[config.mk]
export PLATFORM = sky130hd
export DESIGN_NAME = mem_port_arbiter_flat
export DESIGN_NICKNAME = d
export VERILOG_FILES = /design/src/rtl/mem_port_arbiter_if.sv /design/src/rtl/mem_port_arbiter.sv /design/src/flat_wrapper.sv
export SDC_FILE = /design/constraint.sdc
export NUM_CORES = 1
export LEC_CHECK = 0
export CAP_MARGIN = 10
export CELL_PAD_IN_SITES_DETAIL_PLACEMENT = 1
export CELL_PAD_IN_SITES_GLOBAL_PLACEMENT = 1
export CORE_MARGIN = 3
export CORE_UTILIZATION = 30
export DETAILED_ROUTE_END_ITERATION = 10
export GPL_TIMING_DRIVEN = 0
export PLACE_DENSITY = 0.78
export SLEW_MARGIN = 10
export SYNTH_ARGS = -nofsm -noshare
export SYNTH_HDL_FRONTEND = slang
export SYNTH_SLANG_ARGS = --single-unit
[constraint.sdc]
create_clock -name clk -period 2.1 [get_ports clk]
set_clock_uncertainty 0.2 [all_clocks]
set_input_delay 0.42 -clock clk [delete_from_list [all_inputs] [get_ports clk]]
set_output_delay 0.42 -clock clk [all_outputs]
set_load 0.01 [all_outputs]
[src/rtl/mem_port_arbiter_if.sv]
// Fetch, load/store and memory-side signals of the unified memory port arbiter.
// The master modport is the arbiter's view; slave is the surrounding pipeline/memory view.
interface mem_port_arbiter_if #(
  parameter int unsigned AW = 32,
  parameter int unsigned DW = 32
);
  localparam int unsigned BW = DW / 8;

  logic          if_req;
  logic [AW-1:0] if_addr;
  logic          if_gnt;
  logic          if_rvalid;
  logic [DW-1:0] if_rdata;

  logic          ls_req;
  logic          ls_we;
  logic [AW-1:0] ls_addr;
  logic [DW-1:0] ls_wdata;
  logic [BW-1:0] ls_be;
  logic          ls_gnt;
  logic          ls_rvalid;
  logic [DW-1:0] ls_rdata;

  logic          mem_req;
  logic          mem_we;
  logic [AW-1:0] mem_addr;
  logic [DW-1:0] mem_wdata;
  logic [BW-1:0] mem_be;
  logic          mem_ack;
  logic [DW-1:0] mem_rdata;

  logic          stall_o;
  logic          err_o;

  modport master (
    input  if_req, if_addr, ls_req, ls_we, ls_addr, ls_wdata, ls_be, mem_ack, mem_rdata,
    output if_gnt, if_rvalid, if_rdata, ls_gnt, ls_rvalid, ls_rdata,
           mem_req, mem_we, mem_addr, mem_wdata, mem_be, stall_o, err_o
  );

  modport slave (
    output if_req, if_addr, ls_req, ls_we, ls_addr, ls_wdata, ls_be, mem_ack, mem_rdata,
    input  if_gnt, if_rvalid, if_rdata, ls_gnt, ls_rvalid, ls_rdata,
           mem_req, mem_we, mem_addr, mem_wdata, mem_be, stall_o, err_o
  );
endinterface

[src/rtl/mem_port_arbiter.sv]
// Shares one single-port memory between instruction fetch and load/store, one transaction
// in flight, with a bounded LS burst so fetch cannot starve, and a no-ack timeout abort.
module mem_port_arbiter #(
  parameter int unsigned AW           = 32,
  parameter int unsigned DW           = 32,
  parameter int unsigned MAX_LS_BURST = 4,
  parameter int unsigned TIMEOUT      = 255
) (
  input logic                clk,
  input logic                rst,
  mem_port_arbiter_if.master bus
);
  localparam int unsigned BW = DW / 8;
  localparam int unsigned SW = $clog2(MAX_LS_BURST + 1);
  localparam int unsigned TW = (TIMEOUT > 1) ? $clog2(TIMEOUT) : 1;

  typedef enum logic {IDLE, BUSY} state_t;

  typedef struct packed {
    logic          owner_ls;
    logic          we;
    logic [AW-1:0] addr;
    logic [DW-1:0] wdata;
    logic [BW-1:0] be;
  } txn_t;

  state_t        state_q, state_d;
  txn_t          txn_q, txn_d;
  logic [TW-1:0] timer_q, timer_d;
  logic [SW-1:0] streak_q, streak_d;
  logic          if_rvalid_q, if_rvalid_d;
  logic          ls_rvalid_q, ls_rvalid_d;
  logic          err_q, err_d;
  logic [DW-1:0] if_rdata_q, if_rdata_d;
  logic [DW-1:0] ls_rdata_q, ls_rdata_d;
  logic          if_gnt_c, ls_gnt_c;

  // State and registered outputs; reset drops any in-flight transaction silently.
  always_ff @(posedge clk or negedge rst) begin
    if (!rst) begin
      state_q     <= IDLE;
      txn_q       <= '0;
      timer_q     <= '0;
      streak_q    <= '0;
      if_rvalid_q <= 1'b0;
      ls_rvalid_q <= 1'b0;
      err_q       <= 1'b0;
      if_rdata_q  <= '0;
      ls_rdata_q  <= '0;
    end else begin
      state_q     <= state_d;
      txn_q       <= txn_d;
      timer_q     <= timer_d;
      streak_q    <= streak_d;
      if_rvalid_q <= if_rvalid_d;
      ls_rvalid_q <= ls_rvalid_d;
      err_q       <= err_d;
      if_rdata_q  <= if_rdata_d;
      ls_rdata_q  <= ls_rdata_d;
    end
  end

  // Arbitration, transaction latch, completion and timeout.
  always_comb begin
    state_d     = state_q;
    txn_d       = txn_q;
    timer_d     = timer_q;
    streak_d    = streak_q;
    if_rvalid_d = 1'b0;
    ls_rvalid_d = 1'b0;
    err_d       = 1'b0;
    if_rdata_d  = if_rdata_q;
    ls_rdata_d  = ls_rdata_q;
    if_gnt_c    = 1'b0;
    ls_gnt_c    = 1'b0;

    unique case (state_q)
      IDLE: begin
        timer_d = '0;
        if (!bus.if_req) streak_d = '0;
        if (bus.ls_req && (!bus.if_req || (streak_q < SW'(MAX_LS_BURST)))) begin
          ls_gnt_c       = 1'b1;
          txn_d.owner_ls = 1'b1;
          txn_d.we       = bus.ls_we;
          txn_d.addr     = bus.ls_addr;
          txn_d.wdata    = bus.ls_wdata;
          txn_d.be       = bus.ls_we ? bus.ls_be : '1;
          state_d        = BUSY;
          if (bus.if_req && (streak_q != SW'(MAX_LS_BURST))) streak_d = streak_q + SW'(1);
        end else if (bus.if_req) begin
          if_gnt_c       = 1'b1;
          txn_d.owner_ls = 1'b0;
          txn_d.we       = 1'b0;
          txn_d.addr     = bus.if_addr;
          txn_d.wdata    = '0;
          txn_d.be       = '1;
          streak_d       = '0;
          state_d        = BUSY;
        end
      end
      BUSY: begin
        // An ack landing on the timeout cycle still completes normally.
        if (bus.mem_ack) begin
          state_d = IDLE;
          if (txn_q.owner_ls) begin
            ls_rvalid_d = 1'b1;
            ls_rdata_d  = txn_q.we ? '0 : bus.mem_rdata;
          end else begin
            if_rvalid_d = 1'b1;
            if_rdata_d  = bus.mem_rdata;
          end
        end else if (timer_q == TW'(TIMEOUT - 1)) begin
          state_d = IDLE;
          err_d   = 1'b1;
          if (txn_q.owner_ls) begin
            ls_rvalid_d = 1'b1;
            ls_rdata_d  = '0;
          end else begin
            if_rvalid_d = 1'b1;
            if_rdata_d  = '0;
          end
        end else begin
          timer_d = timer_q + TW'(1);
        end
      end
    endcase
  end

  assign bus.if_gnt    = if_gnt_c;
  assign bus.ls_gnt    = ls_gnt_c;
  assign bus.if_rvalid = if_rvalid_q;
  assign bus.ls_rvalid = ls_rvalid_q;
  assign bus.if_rdata  = if_rdata_q;
  assign bus.ls_rdata  = ls_rdata_q;
  assign bus.mem_req   = (state_q == BUSY);
  assign bus.mem_we    = (state_q == BUSY) & txn_q.we;
  assign bus.mem_addr  = txn_q.addr;
  assign bus.mem_wdata = txn_q.wdata;
  assign bus.mem_be    = txn_q.be;
  assign bus.stall_o   = bus.if_req & ~if_rvalid_q;
  assign bus.err_o     = err_q;
endmodule

[src/flat_wrapper.sv]
// flat-port wrapper written by rule: the top's interface ports become plain ports
module mem_port_arbiter_flat 
#(
  parameter int unsigned AW           = 32,
  parameter int unsigned DW           = 32,
  parameter int unsigned MAX_LS_BURST = 4,
  parameter int unsigned TIMEOUT      = 255
)
  (clk, rst, bus_if_req, bus_if_addr, bus_ls_req, bus_ls_we, bus_ls_addr, bus_ls_wdata, bus_ls_be, bus_mem_ack, bus_mem_rdata, bus_if_gnt, bus_if_rvalid, bus_if_rdata, bus_ls_gnt, bus_ls_rvalid, bus_ls_rdata, bus_mem_req, bus_mem_we, bus_mem_addr, bus_mem_wdata, bus_mem_be, bus_stall_o, bus_err_o);
  mem_port_arbiter_if #(.AW(AW), .DW(DW)) bus_i ();
  input logic clk;
  input logic rst;
  input wire logic [$bits(bus_i.if_req)-1:0] bus_if_req;
  input wire logic [$bits(bus_i.if_addr)-1:0] bus_if_addr;
  input wire logic [$bits(bus_i.ls_req)-1:0] bus_ls_req;
  input wire logic [$bits(bus_i.ls_we)-1:0] bus_ls_we;
  input wire logic [$bits(bus_i.ls_addr)-1:0] bus_ls_addr;
  input wire logic [$bits(bus_i.ls_wdata)-1:0] bus_ls_wdata;
  input wire logic [$bits(bus_i.ls_be)-1:0] bus_ls_be;
  input wire logic [$bits(bus_i.mem_ack)-1:0] bus_mem_ack;
  input wire logic [$bits(bus_i.mem_rdata)-1:0] bus_mem_rdata;
  output wire logic [$bits(bus_i.if_gnt)-1:0] bus_if_gnt;
  output wire logic [$bits(bus_i.if_rvalid)-1:0] bus_if_rvalid;
  output wire logic [$bits(bus_i.if_rdata)-1:0] bus_if_rdata;
  output wire logic [$bits(bus_i.ls_gnt)-1:0] bus_ls_gnt;
  output wire logic [$bits(bus_i.ls_rvalid)-1:0] bus_ls_rvalid;
  output wire logic [$bits(bus_i.ls_rdata)-1:0] bus_ls_rdata;
  output wire logic [$bits(bus_i.mem_req)-1:0] bus_mem_req;
  output wire logic [$bits(bus_i.mem_we)-1:0] bus_mem_we;
  output wire logic [$bits(bus_i.mem_addr)-1:0] bus_mem_addr;
  output wire logic [$bits(bus_i.mem_wdata)-1:0] bus_mem_wdata;
  output wire logic [$bits(bus_i.mem_be)-1:0] bus_mem_be;
  output wire logic [$bits(bus_i.stall_o)-1:0] bus_stall_o;
  output wire logic [$bits(bus_i.err_o)-1:0] bus_err_o;
  assign bus_i.if_req = bus_if_req;
  assign bus_i.if_addr = bus_if_addr;
  assign bus_i.ls_req = bus_ls_req;
  assign bus_i.ls_we = bus_ls_we;
  assign bus_i.ls_addr = bus_ls_addr;
  assign bus_i.ls_wdata = bus_ls_wdata;
  assign bus_i.ls_be = bus_ls_be;
  assign bus_i.mem_ack = bus_mem_ack;
  assign bus_i.mem_rdata = bus_mem_rdata;
  assign bus_if_gnt = bus_i.if_gnt;
  assign bus_if_rvalid = bus_i.if_rvalid;
  assign bus_if_rdata = bus_i.if_rdata;
  assign bus_ls_gnt = bus_i.ls_gnt;
  assign bus_ls_rvalid = bus_i.ls_rvalid;
  assign bus_ls_rdata = bus_i.ls_rdata;
  assign bus_mem_req = bus_i.mem_req;
  assign bus_mem_we = bus_i.mem_we;
  assign bus_mem_addr = bus_i.mem_addr;
  assign bus_mem_wdata = bus_i.mem_wdata;
  assign bus_mem_be = bus_i.mem_be;
  assign bus_stall_o = bus_i.stall_o;
  assign bus_err_o = bus_i.err_o;
  mem_port_arbiter #(.AW(AW), .DW(DW), .MAX_LS_BURST(MAX_LS_BURST), .TIMEOUT(TIMEOUT)) u_core (.clk(clk), .rst(rst), .bus(bus_i));
endmodule
==> flow_metrics.env, run 1 <==
export IMPL_status="completed"
export IMPL_period_share_pct=98.8
export IMPL_cp_data_arrival_time_ns=1.45
export IMPL_hp_class="reg2reg"
export IMPL_fin_tns_setup_ns=0
export IMPL_crit_path_cell_trace="a21boi_1 -> buf_4 -> buf_8 -> nor3b_2 -> buf_2"
export IMPL_worstPathRequired_ns=1.48
export IMPL_num_io_pins=278
export IMPL_die_w_um=158
export IMPL_cts_buffer_depth=2
export IMPL_drt_iter0_drc=183
export IMPL_irDropWorstVdd_uv=614
export IMPL_numCtsBuffers=17
export IMPL_drive_above_1_share_pct=16.2
export IMPL_htreeDepth=4
export IMPL_crit_path_start_kind="flip-flop"
export IMPL_synth_area_leaders="dfrtp_1 54%, a22o_1 8.1%, buf_4 7.5%, mux2i_1 5.1%, a221o_1 4.6%"
export IMPL_hpwl_mm=17.2
export IMPL_n_fill_cell=2512
export IMPL_p_leak_uw=0.00490
export IMPL_routed_via_density=4.87
export IMPL_critPathCaptureType="output pin"
export IMPL_grt_max_degree=78
export IMPL_setup_viol=0
export IMPL_die_h_um=158
export IMPL_holdWs_ns=0.285
export IMPL_die_area_mm2=0.0250
export IMPL_syn_nets=734
export IMPL_maxCapViolCount=0
export IMPL_grt_pass1_wl_mm=35.7
export IMPL_final_area_mm2=0.0108
export IMPL_syn_inst=592
export IMPL_ys_warn_count=0
export IMPL_final_util_pct=47.5
export IMPL_seq_area_frac_synth_pct=53.8
export IMPL_ys_flop_type="dfrtp_1"
export IMPL_clock_root_buffer="clkbuf_16"
export IMPL_drtPass1Iterations=6
export IMPL_slew_limit_headroom_pct=59.3
export IMPL_powerDensity_mw_per_mm2=1260
export IMPL_n_antenna_cell=0
export IMPL_yosys_area_top_type_share_pct=53.8
export IMPL_globalplace_congestion=0.751
export IMPL_wl_per_cell_um=19.5
export IMPL_max_freq_mhz=482
export IMPL_clk_pin_slew_worst_paths_ns=0.07
export IMPL_synth_distinct_cells=36
export IMPL_grt_usage_pct=18.5
export IMPL_ys_ff_latch=149
export IMPL_synth_edff_count=0
export IMPL_max_stage_delay_ns=0.38
export IMPL_syn2layout_area_growth_pct=55.5
export IMPL_insertion_delay_ns=0.42
export IMPL_hold_viol=0
export IMPL_syn_mean_instance_area_um2=11.7
export IMPL_antenna_found_initial=1
export IMPL_final_max_slew_viol_count=0
export IMPL_cp_max_fo=11
export IMPL_yosysTopAreaCell="dfrtp_1"
export IMPL_cts_sinks=149
export IMPL_ant_nets=0
export IMPL_start_util_pct=30.5
export IMPL_drc=0
export IMPL_cts_tree="yes"
export IMPL_synth_area_mm2=0.00694
export IMPL_rsz0062_at_grt="true"
export IMPL_power_uw=13600
export IMPL_rows=55
export IMPL_path_class="reg2out"
export IMPL_overflow=0
export IMPL_placed_area_mm2=0.0101
export IMPL_routed_wirelength_mm=23.3
export IMPL_period_needed_ns=2.07
export IMPL_core_area_mm2=0.0227
export IMPL_worstMarginPinSlew_ns=0.610
export IMPL_first_global_vias=6286
export IMPL_slowest_stage="dfrtp_1"
export IMPL_port_buffers=277
export IMPL_via_count=5813
export IMPL_async_flop_share_pct=100
export IMPL_fin_nets=1038
worst paths after layout:
check,end,start,slack [ns],cells past startpoint
max in group asynchronous,u_core.bus.mem_addr[30],rst,0.55,3
min in group asynchronous,u_core.bus.if_rdata[7],rst,0.35,2
max reg2reg,u_core.bus.mem_addr[13],u_core.streak_q[2],0.09,7
max,bus_if_gnt,u_core.streak_q[2],0.03,5
min,u_core.bus.mem_addr[5],u_core.bus.mem_addr[5],0.29,2
min reg2reg,u_core.bus.mem_addr[5],u_core.bus.mem_addr[5],0.29,2
metrics by stage:
stage                     setup slack [ns]  instances
after global routing               -0.0325       1194
after global placement               -6.12       1154
after floorplan                      0.311        592
after detailed placement             -1.01       1155
final                               0.0255       1194
after CTS                          -0.0505       1191
timing repair:
item,in CTS,in global routing
resized for setup,33,20
pin swaps,0,2
endpoints found under the hold margin,72,0
hold buffers,1,0
endpoints found under the setup margin,36,38
buffers inserted,5,3
flip-flops by register name, indices dropped and copies added (netlist names):
signal / flops
u_core.bus.err_o: 1
u_core.bus.if_rdata: 32
u_core.bus.if_rvalid: 1
u_core.bus.ls_rdata: 32
u_core.bus.ls_rvalid: 1
u_core.bus.mem_addr: 32
u_core.bus.mem_be: 4
u_core.bus.mem_req: 1
u_core.bus.mem_wdata: 32
u_core.streak_q: 3
u_core.timer_q: 8
u_core.txn_q: 2
power breakdown:
| part | internal [uW] | leakage (uW) | switching [uW] | total, uW |
|---|---|---|---|---|
| Clock | 1570 | 0.000281 | 1400 | 2960 |
| Sequential | 3900 | 0.00174 | 753 | 4650 |
| Combinational | 3610 | 0.00288 | 2340 | 5950 |
synthesized netlist by cell type (4+ instances only):
cell type and n:
dfrtp_1 149, a22o_1 64, o21ai_0 39, nor2_1 4
a31oi_1 4, and2_1 34, mux2i_1 35, clkbuf_1 15
buf_6 12, nand2_1 47, o22a_1 4, buf_2 13
a21o_1 34, a221o_1 32, buf_4 69, nand3_1 4
inv_1 5, ha_1 4
layout make-up:
cell class | count | area [um^2] | share of cell area [%]
buffer | 107 | 785 | 7.27
tap | 285 | 357 | 3.31
sequential | 149 | 3730 | 34.6
timing repair buffer | 287 | 2910 | 27.0
clock inverter | 15 | 134 | 1.24
clock buffer | 17 | 425 | 3.94
multi-input combinational | 329 | 2420 | 22.5
inverter | 5 | 23.8 | 0.220
critical path: cells and delay by family, from the launching register on:
| kind | cells | cell delay [ns] |
|---|---|---|
| buffers and inverters | 3 | 0.44 |
| and+or+nand+nor | 1 | 0.06 |
| DFF | 1 | 0.38 |
| AOI/OAI and AO/OA | 1 | 0.15 |
kinds of logic (layout without fill, tap and decap cells):
logic type / Yosys count / after routing / synth area share (%)
AOI/OAI and AO/OA: 183 / 183 / 20.9
DFF: 149 / 149 / 53.8
buffers and inverters: 114 / 431 / 11.4
and+or+nand+nor: 107 / 107 / 8.10
muxes: 35 / 35 / 5.05
adders and majority gates: 4 / 4 / 0.722
layout by cell type, fill, tap and decap left out, types with 10 or more instances in the layout:
| master | count |
|---|---|
| dlymetal6s2s_1 | 15 |
| clkbuf_1 | 14 |
| a21o_1 | 34 |
| buf_6 | 10 |
| mux2i_1 | 34 |
| buf_4 | 77 |
| nand2_1 | 47 |
| clkbuf_16 | 17 |
| a221o_1 | 32 |
| buf_2 | 13 |
| o21ai_0 | 39 |
| clkdlybuf4s50_1 | 254 |
| a22o_1 | 64 |
| dfrtp_1 | 149 |
| and2_1 | 33 |
layer usage:
layer / wire [um] / share of wire, % / global-route usage, % / vias up
met1: 9800 / 42 / 22.9 / 2879
li1: - / - / - / 2689
met4: 231 / 0.99 / 3.89 / 2
met3: 2500 / 11 / 8.23 / 19
met2: 10800 / 46 / 30.0 / 224
met5: 13 / 0.056 / 0 / -
Power figures use the tool's default switching activity.
==> run 2: changes to the inputs <==
CORE_UTILIZATION = 33   (was 30)
PLACE_DENSITY = 0.84   (was 0.78)
==> run 2 against run 1 <==
Effect of this change:
- sequential share of layout area shrank 0.27 points
- non-clock buffer count up 6
- core utilization increased by 5.7 points
- critical endpoint unchanged
==> flow_metrics.env, run 2 (same netlist as run 1, synthesis figures left out) <==
export IMPL_status="completed"
export IMPL_cts_buffer_depth=2
export IMPL_crit_path_cell_trace="buf_8 -> clkbuf_16 -> nor3b_4 -> buf_6"
export IMPL_path_class="reg2out"
export IMPL_hpwl_mm=17.9
export IMPL_rsz0062_at_grt="true"
export IMPL_crit_path_start_kind="flip-flop"
export IMPL_final_max_slew_viol_count=0
export IMPL_cp_data_arrival_time_ns=1.47
export IMPL_hold_path_startpoint="u_core.bus.mem_addr[28]"
export IMPL_final_cell_mix="256 x clkdlybuf4s50_1, 148 x dfrtp_1, 82 x buf_4, 64 x a22o_1, 47 x nand2_1"
export IMPL_wl_per_cell_um=20.2
export IMPL_cp_num_buf_inv=3
export IMPL_seq_area_mm2=0.00373
export IMPL_worstMarginPinSlew_ns=0.576
export IMPL_globalplace_congestion=0.757
export IMPL_fin_nets=1044
export IMPL_htreeDepth=4
export IMPL_setup_viol=0
export IMPL_cts_tree="yes"
export IMPL_hp_class="reg2reg"
export IMPL_start_util_pct=33.9
export IMPL_clk_pin_slew_worst_paths_ns=0.06
export IMPL_maxCapViolCount=0
export IMPL_via_count=5883
export IMPL_critPathTopFamily="buffers and inverters"
export IMPL_slowest_stage="dfrtp_2"
export IMPL_cp_max_fo=7
export IMPL_n_fill_cell=2155
export IMPL_grt_pass1_wl_mm=36.4
export IMPL_die_w_um=151
export IMPL_grt_max_degree=80
export IMPL_syn2layout_area_growth_pct=56.8
export IMPL_rows=52
export IMPL_routed_wirelength_mm=24.0
export IMPL_worstPathRequired_ns=1.48
export IMPL_drtPass1Iterations=4
export IMPL_antenna_found_initial=0
export IMPL_powerDensity_mw_per_mm2=1280
export IMPL_crit_path_start="u_core.bus.mem_req"
export IMPL_fin_tns_setup_ns=0
export IMPL_num_io_pins=278
export IMPL_slew_limit_headroom_pct=61.6
export IMPL_clock_root_buffer="clkbuf_16"
export IMPL_multi_input_area_mm2=0.00244
export IMPL_drt_iter0_drc=128
export IMPL_max_stage_delay_ns=0.42
export IMPL_holdWs_ns=0.278
export IMPL_final_common_cell="clkdlybuf4s50_1"
export IMPL_max_freq_mhz=479
export IMPL_grt_usage_pct=20.8
export IMPL_cts_sinks=149
export IMPL_insertion_delay_ns=0.41
export IMPL_rr_startpoint="u_core.bus.mem_req"
export IMPL_irDropWorstVdd_uv=677
export IMPL_final_util_pct=53.2
export IMPL_die_h_um=151
export IMPL_p_leak_uw=0.00490
export IMPL_drive_above_1_share_pct=16.8
export IMPL_ant_nets=0
export IMPL_numCtsBuffers=17
export IMPL_n_antenna_cell=0
export IMPL_die_area_mm2=0.0228
export IMPL_hold_viol=0
export IMPL_first_global_vias=6423
export IMPL_drc=0
export IMPL_core_area_mm2=0.0204
export IMPL_overflow=0
export IMPL_port_buffers=277
export IMPL_period_share_pct=99.5
export IMPL_critPathCaptureType="output pin"
export IMPL_period_needed_ns=2.09
export IMPL_routed_via_density=4.96
run 2: cell count changes in the layout (fill, tap and decap cells not counted), sizes merged:
cell,previous run,this run
clkbuf,31,35
clkinvlp,0,2
clkinv,5,3
buf,106,111
inv,15,10
bufinv,0,2
clkdlybuf4s50,254,256
dlymetal6s2s,15,12
clkdlybuf4s15,1,2
run 2: stage by stage:
step	instances	instance area, um^2	total power (uW)	setup slack [ns]
6_report	1185	10900	13900	0.0102
5_1_grt	1185	10900	14700	-0.0373
4_1_cts	1176	10700	14000	-0.0299
3_5_place_dp	1140	10100	10800	-0.999
3_3_place_gp	1139	10000	10500	-5.97
2_1_floorplan	592	6940	7490	0.311
run 2: repair_timing:
item	4_1_cts	5_1_grt
endpoints found under the setup margin	29	24
pin swaps	1	4
resized for setup	36	25
gates cloned	0	1
endpoints found under the hold margin	70	0
hold buffers	1	0
buffers inserted	4	9
run 2: per-layer routing:
layer / part of all wire (%) / wire [um] / up-vias / GRT usage (%)
li1: - / - / 2701 / -
met1: 39 / 9330 / 2923 / 23.4
met2: 49 / 11800 / 238 / 36.5
met3: 11 / 2600 / 21 / 8.62
met4: 1.3 / 319 / 0 / 5.39
met5: 0 / 0 / - / 0
run 2: layout make-up:
type,instances,share of cell area (%)
plain buffers,107,7.36
repair buffers,293,27.2
clock buffers,20,4.11
clock inverters,12,1.30
well taps,270,3.11
flip-flops and latches,149,34.3
inverters,5,0.219
multi-input cells,329,22.4
run 2: power breakdown:
part	switching [uW]	internal [uW]
Combinational	2430	3670
Clock	1280	1810
Sequential	796	3900
run 2: path summary, 6_finish.rpt:
path                       cells after the start                      end  slack, ns
max in group asynchronous                      3       u_core.bus.mem_req       0.51
hold reg to reg                                2  u_core.bus.mem_addr[28]       0.28
min in group asynchronous                      2   u_core.bus.ls_rdata[9]       0.37
hold / removal                                 2  u_core.bus.mem_addr[28]       0.28
setup reg to reg                               6   u_core.bus.if_rdata[8]       0.12
setup / recovery                               4               bus_if_gnt       0.01
run 2: tightest hold or removal path, cell delays in order, from the launching register on:
cell     delay [ns]
dfrtp_1        0.34
nand2_1        0.04
o21ai_0        0.06
==> run 3: changes to the inputs <==
CORE_ASPECT_RATIO = 2   (was default)
CORE_MARGIN = 2   (was 3)
==> run 3 against run 2 <==
Effect of this change:
- global-route usage up 0.83 points
- first-iteration DRC count up 12%
- non-clock buffer count down 4
- critical endpoint is now bus_mem_wdata[22]
- maximum frequency up 0.25%
- register-to-register slack about the same
==> flow_metrics.env, run 3 (same netlist as run 1, synthesis figures left out) <==
export IMPL_status="completed"
export IMPL_first_global_vias=6500
export IMPL_maxCapViolCount=0
export IMPL_fin_nets=1040
export IMPL_ant_nets=0
export IMPL_irDropWorstVdd_uv=677
export IMPL_cts_tree="yes"
export IMPL_routed_via_density=4.98
export IMPL_drt_iter0_drc=143
export IMPL_grt_pass1_wl_mm=36.8
export IMPL_die_h_um=209
export IMPL_syn2layout_area_growth_pct=55.5
export IMPL_die_w_um=107
export IMPL_crit_path_start_kind="flip-flop"
export IMPL_routed_wl_met2_mm=13.6
export IMPL_wl_per_cell_um=20.2
export IMPL_core_area_mm2=0.0208
export IMPL_wl_met3_mm=1.27
export IMPL_slowest_stage="clkdlybuf4s50_1"
export IMPL_start_util_pct=33.3
export IMPL_drive_above_1_share_pct=16.0
export IMPL_hold_viol=0
export IMPL_drc=0
export IMPL_p_leak_uw=0.00482
export IMPL_final_max_slew_viol_count=0
export IMPL_powerDensity_mw_per_mm2=1280
export IMPL_drtPass1Iterations=4
export IMPL_num_io_pins=278
export IMPL_hp_class="reg2reg"
export IMPL_cts_sinks=149
export IMPL_overflow=0
export IMPL_setup_viol=0
export IMPL_slew_limit_headroom_pct=49.9
export IMPL_cp_max_fo=2
export IMPL_antenna_found_initial=2
export IMPL_max_stage_delay_ns=0.53
export IMPL_hpwl_mm=17.5
export IMPL_period_needed_ns=2.08
export IMPL_rows=75
export IMPL_cts_buffer_depth=2
export IMPL_numCtsBuffers=17
export IMPL_period_share_pct=99.3
export IMPL_worstMarginPinSlew_ns=0.752
export IMPL_htreeDepth=4
export IMPL_port_buffers=277
export IMPL_ff2ff_path_depth=6
export IMPL_path_class="reg2out"
export IMPL_critPathCaptureType="output pin"
export IMPL_grt_usage_pct=21.6
export IMPL_final_common_cell="clkdlybuf4s50_1"
export IMPL_holdWs_ns=0.279
export IMPL_grt_max_degree=92
export IMPL_top_layer="met5"
export IMPL_die_area_mm2=0.0223
export IMPL_min_path_cells=2
export IMPL_crit_path_cell_trace="buf_4 -> clkdlybuf4s50_1"
export IMPL_placed_area_mm2=0.0101
export IMPL_wl_met1_mm=8.42
export IMPL_final_cell_mix="260 x clkdlybuf4s50_1, 147 x dfrtp_1, 79 x buf_4, 64 x a22o_1, 47 x nand2_1"
export IMPL_final_area_mm2=0.0108
export IMPL_clk_pin_slew_worst_paths_ns=0.06
export IMPL_via_count=5874
export IMPL_clock_root_buffer="clkbuf_16"
export IMPL_worstPathRequired_ns=1.48
export IMPL_globalplace_congestion=0.775
export IMPL_cp_data_arrival_time_ns=1.46
export IMPL_insertion_delay_ns=0.42
export IMPL_rsz0062_at_grt="true"
export IMPL_routed_wirelength_mm=23.8
export IMPL_max_freq_mhz=480
-- run 3: cell count changes in the layout (fill, tap and decap cells not counted), sizes merged --
cell           change
diode              +2
bufinv             +1
clkdlybuf4s15      -1
clkinv             +2
inv                -5
dlymetal6s2s       -7
dlygate4sd2        +4
clkinvlp           -1
clkdlybuf4s50      +4
buf                -3
-- run 3: worst paths after layout --
kind / start / endpoint / slack (ns)
worst max-delay path: u_core.bus.mem_wdata[22] / bus_mem_wdata[22] / 0.02
worst min-delay path: u_core.bus.mem_addr[7] / u_core.bus.mem_addr[7] / 0.28
worst max register to register: u_core.timer_q[0] / u_core.bus.ls_rdata[21] / 0.12
worst min register to register: u_core.bus.mem_addr[7] / u_core.bus.mem_addr[7] / 0.28
max in group asynchronous: rst / u_core.bus.ls_rdata[3] / 0.53
min in group asynchronous: rst / u_core.bus.if_rdata[17] / 0.39
-- run 3: critical path, delay by kind of cell (launching register included) --
kind                   cells  cell delay [ns]
buffers and inverters      2             0.65
DFF                        1             0.39
-- run 3: metal layers --
layer | vias up | track usage, %
met3 | 28 | 5.40
li1 | 2689 | -
met2 | 191 | 41.4
met4 | 2 | 7.93
met1 | 2964 | 22.2
met5 | - | 0
-- run 3: power by group --
part / leakage, uW / switching, uW / internal (uW)
logic: 0.00280 / 2370 / 3630
clock network: 0.000283 / 1220 / 1890
registers: 0.00174 / 768 / 3910
-- run 3: cell type report --
type,instances,area [um^2]
fill,2233,10000
sequential,149,3730
timing repair buffer,289,2900
multi-input combinational,329,2420
buffer,107,790
clock buffer,21,450
tap,269,337
clock inverter,9,130
inverter,5,23.8
antenna,2,5.00
-- run 3: repair_timing --
item,CTS,global route
buffers inserted,6,4
hold buffers,1,0
endpoints found under the setup margin,14,25
pin swaps,2,3
endpoints found under the hold margin,90,0
gates resized for setup,38,15
-- run 3: through the flow --
stage	util [%]	total power [uW]	TNS, ns	setup WS, ns	cells
after global routing	51.8	14500	-0.0982	-0.0531	1179
final	51.8	13800	0	0.0154	1180
after detailed placement	48.4	10700	-33.67	-0.909	1139
after CTS	51.5	13900	-0.0280	-0.0213	1174
after floorplan	-	7490	0	0.311	592
after global placement	48.2	10500	-906.40	-5.88	1138
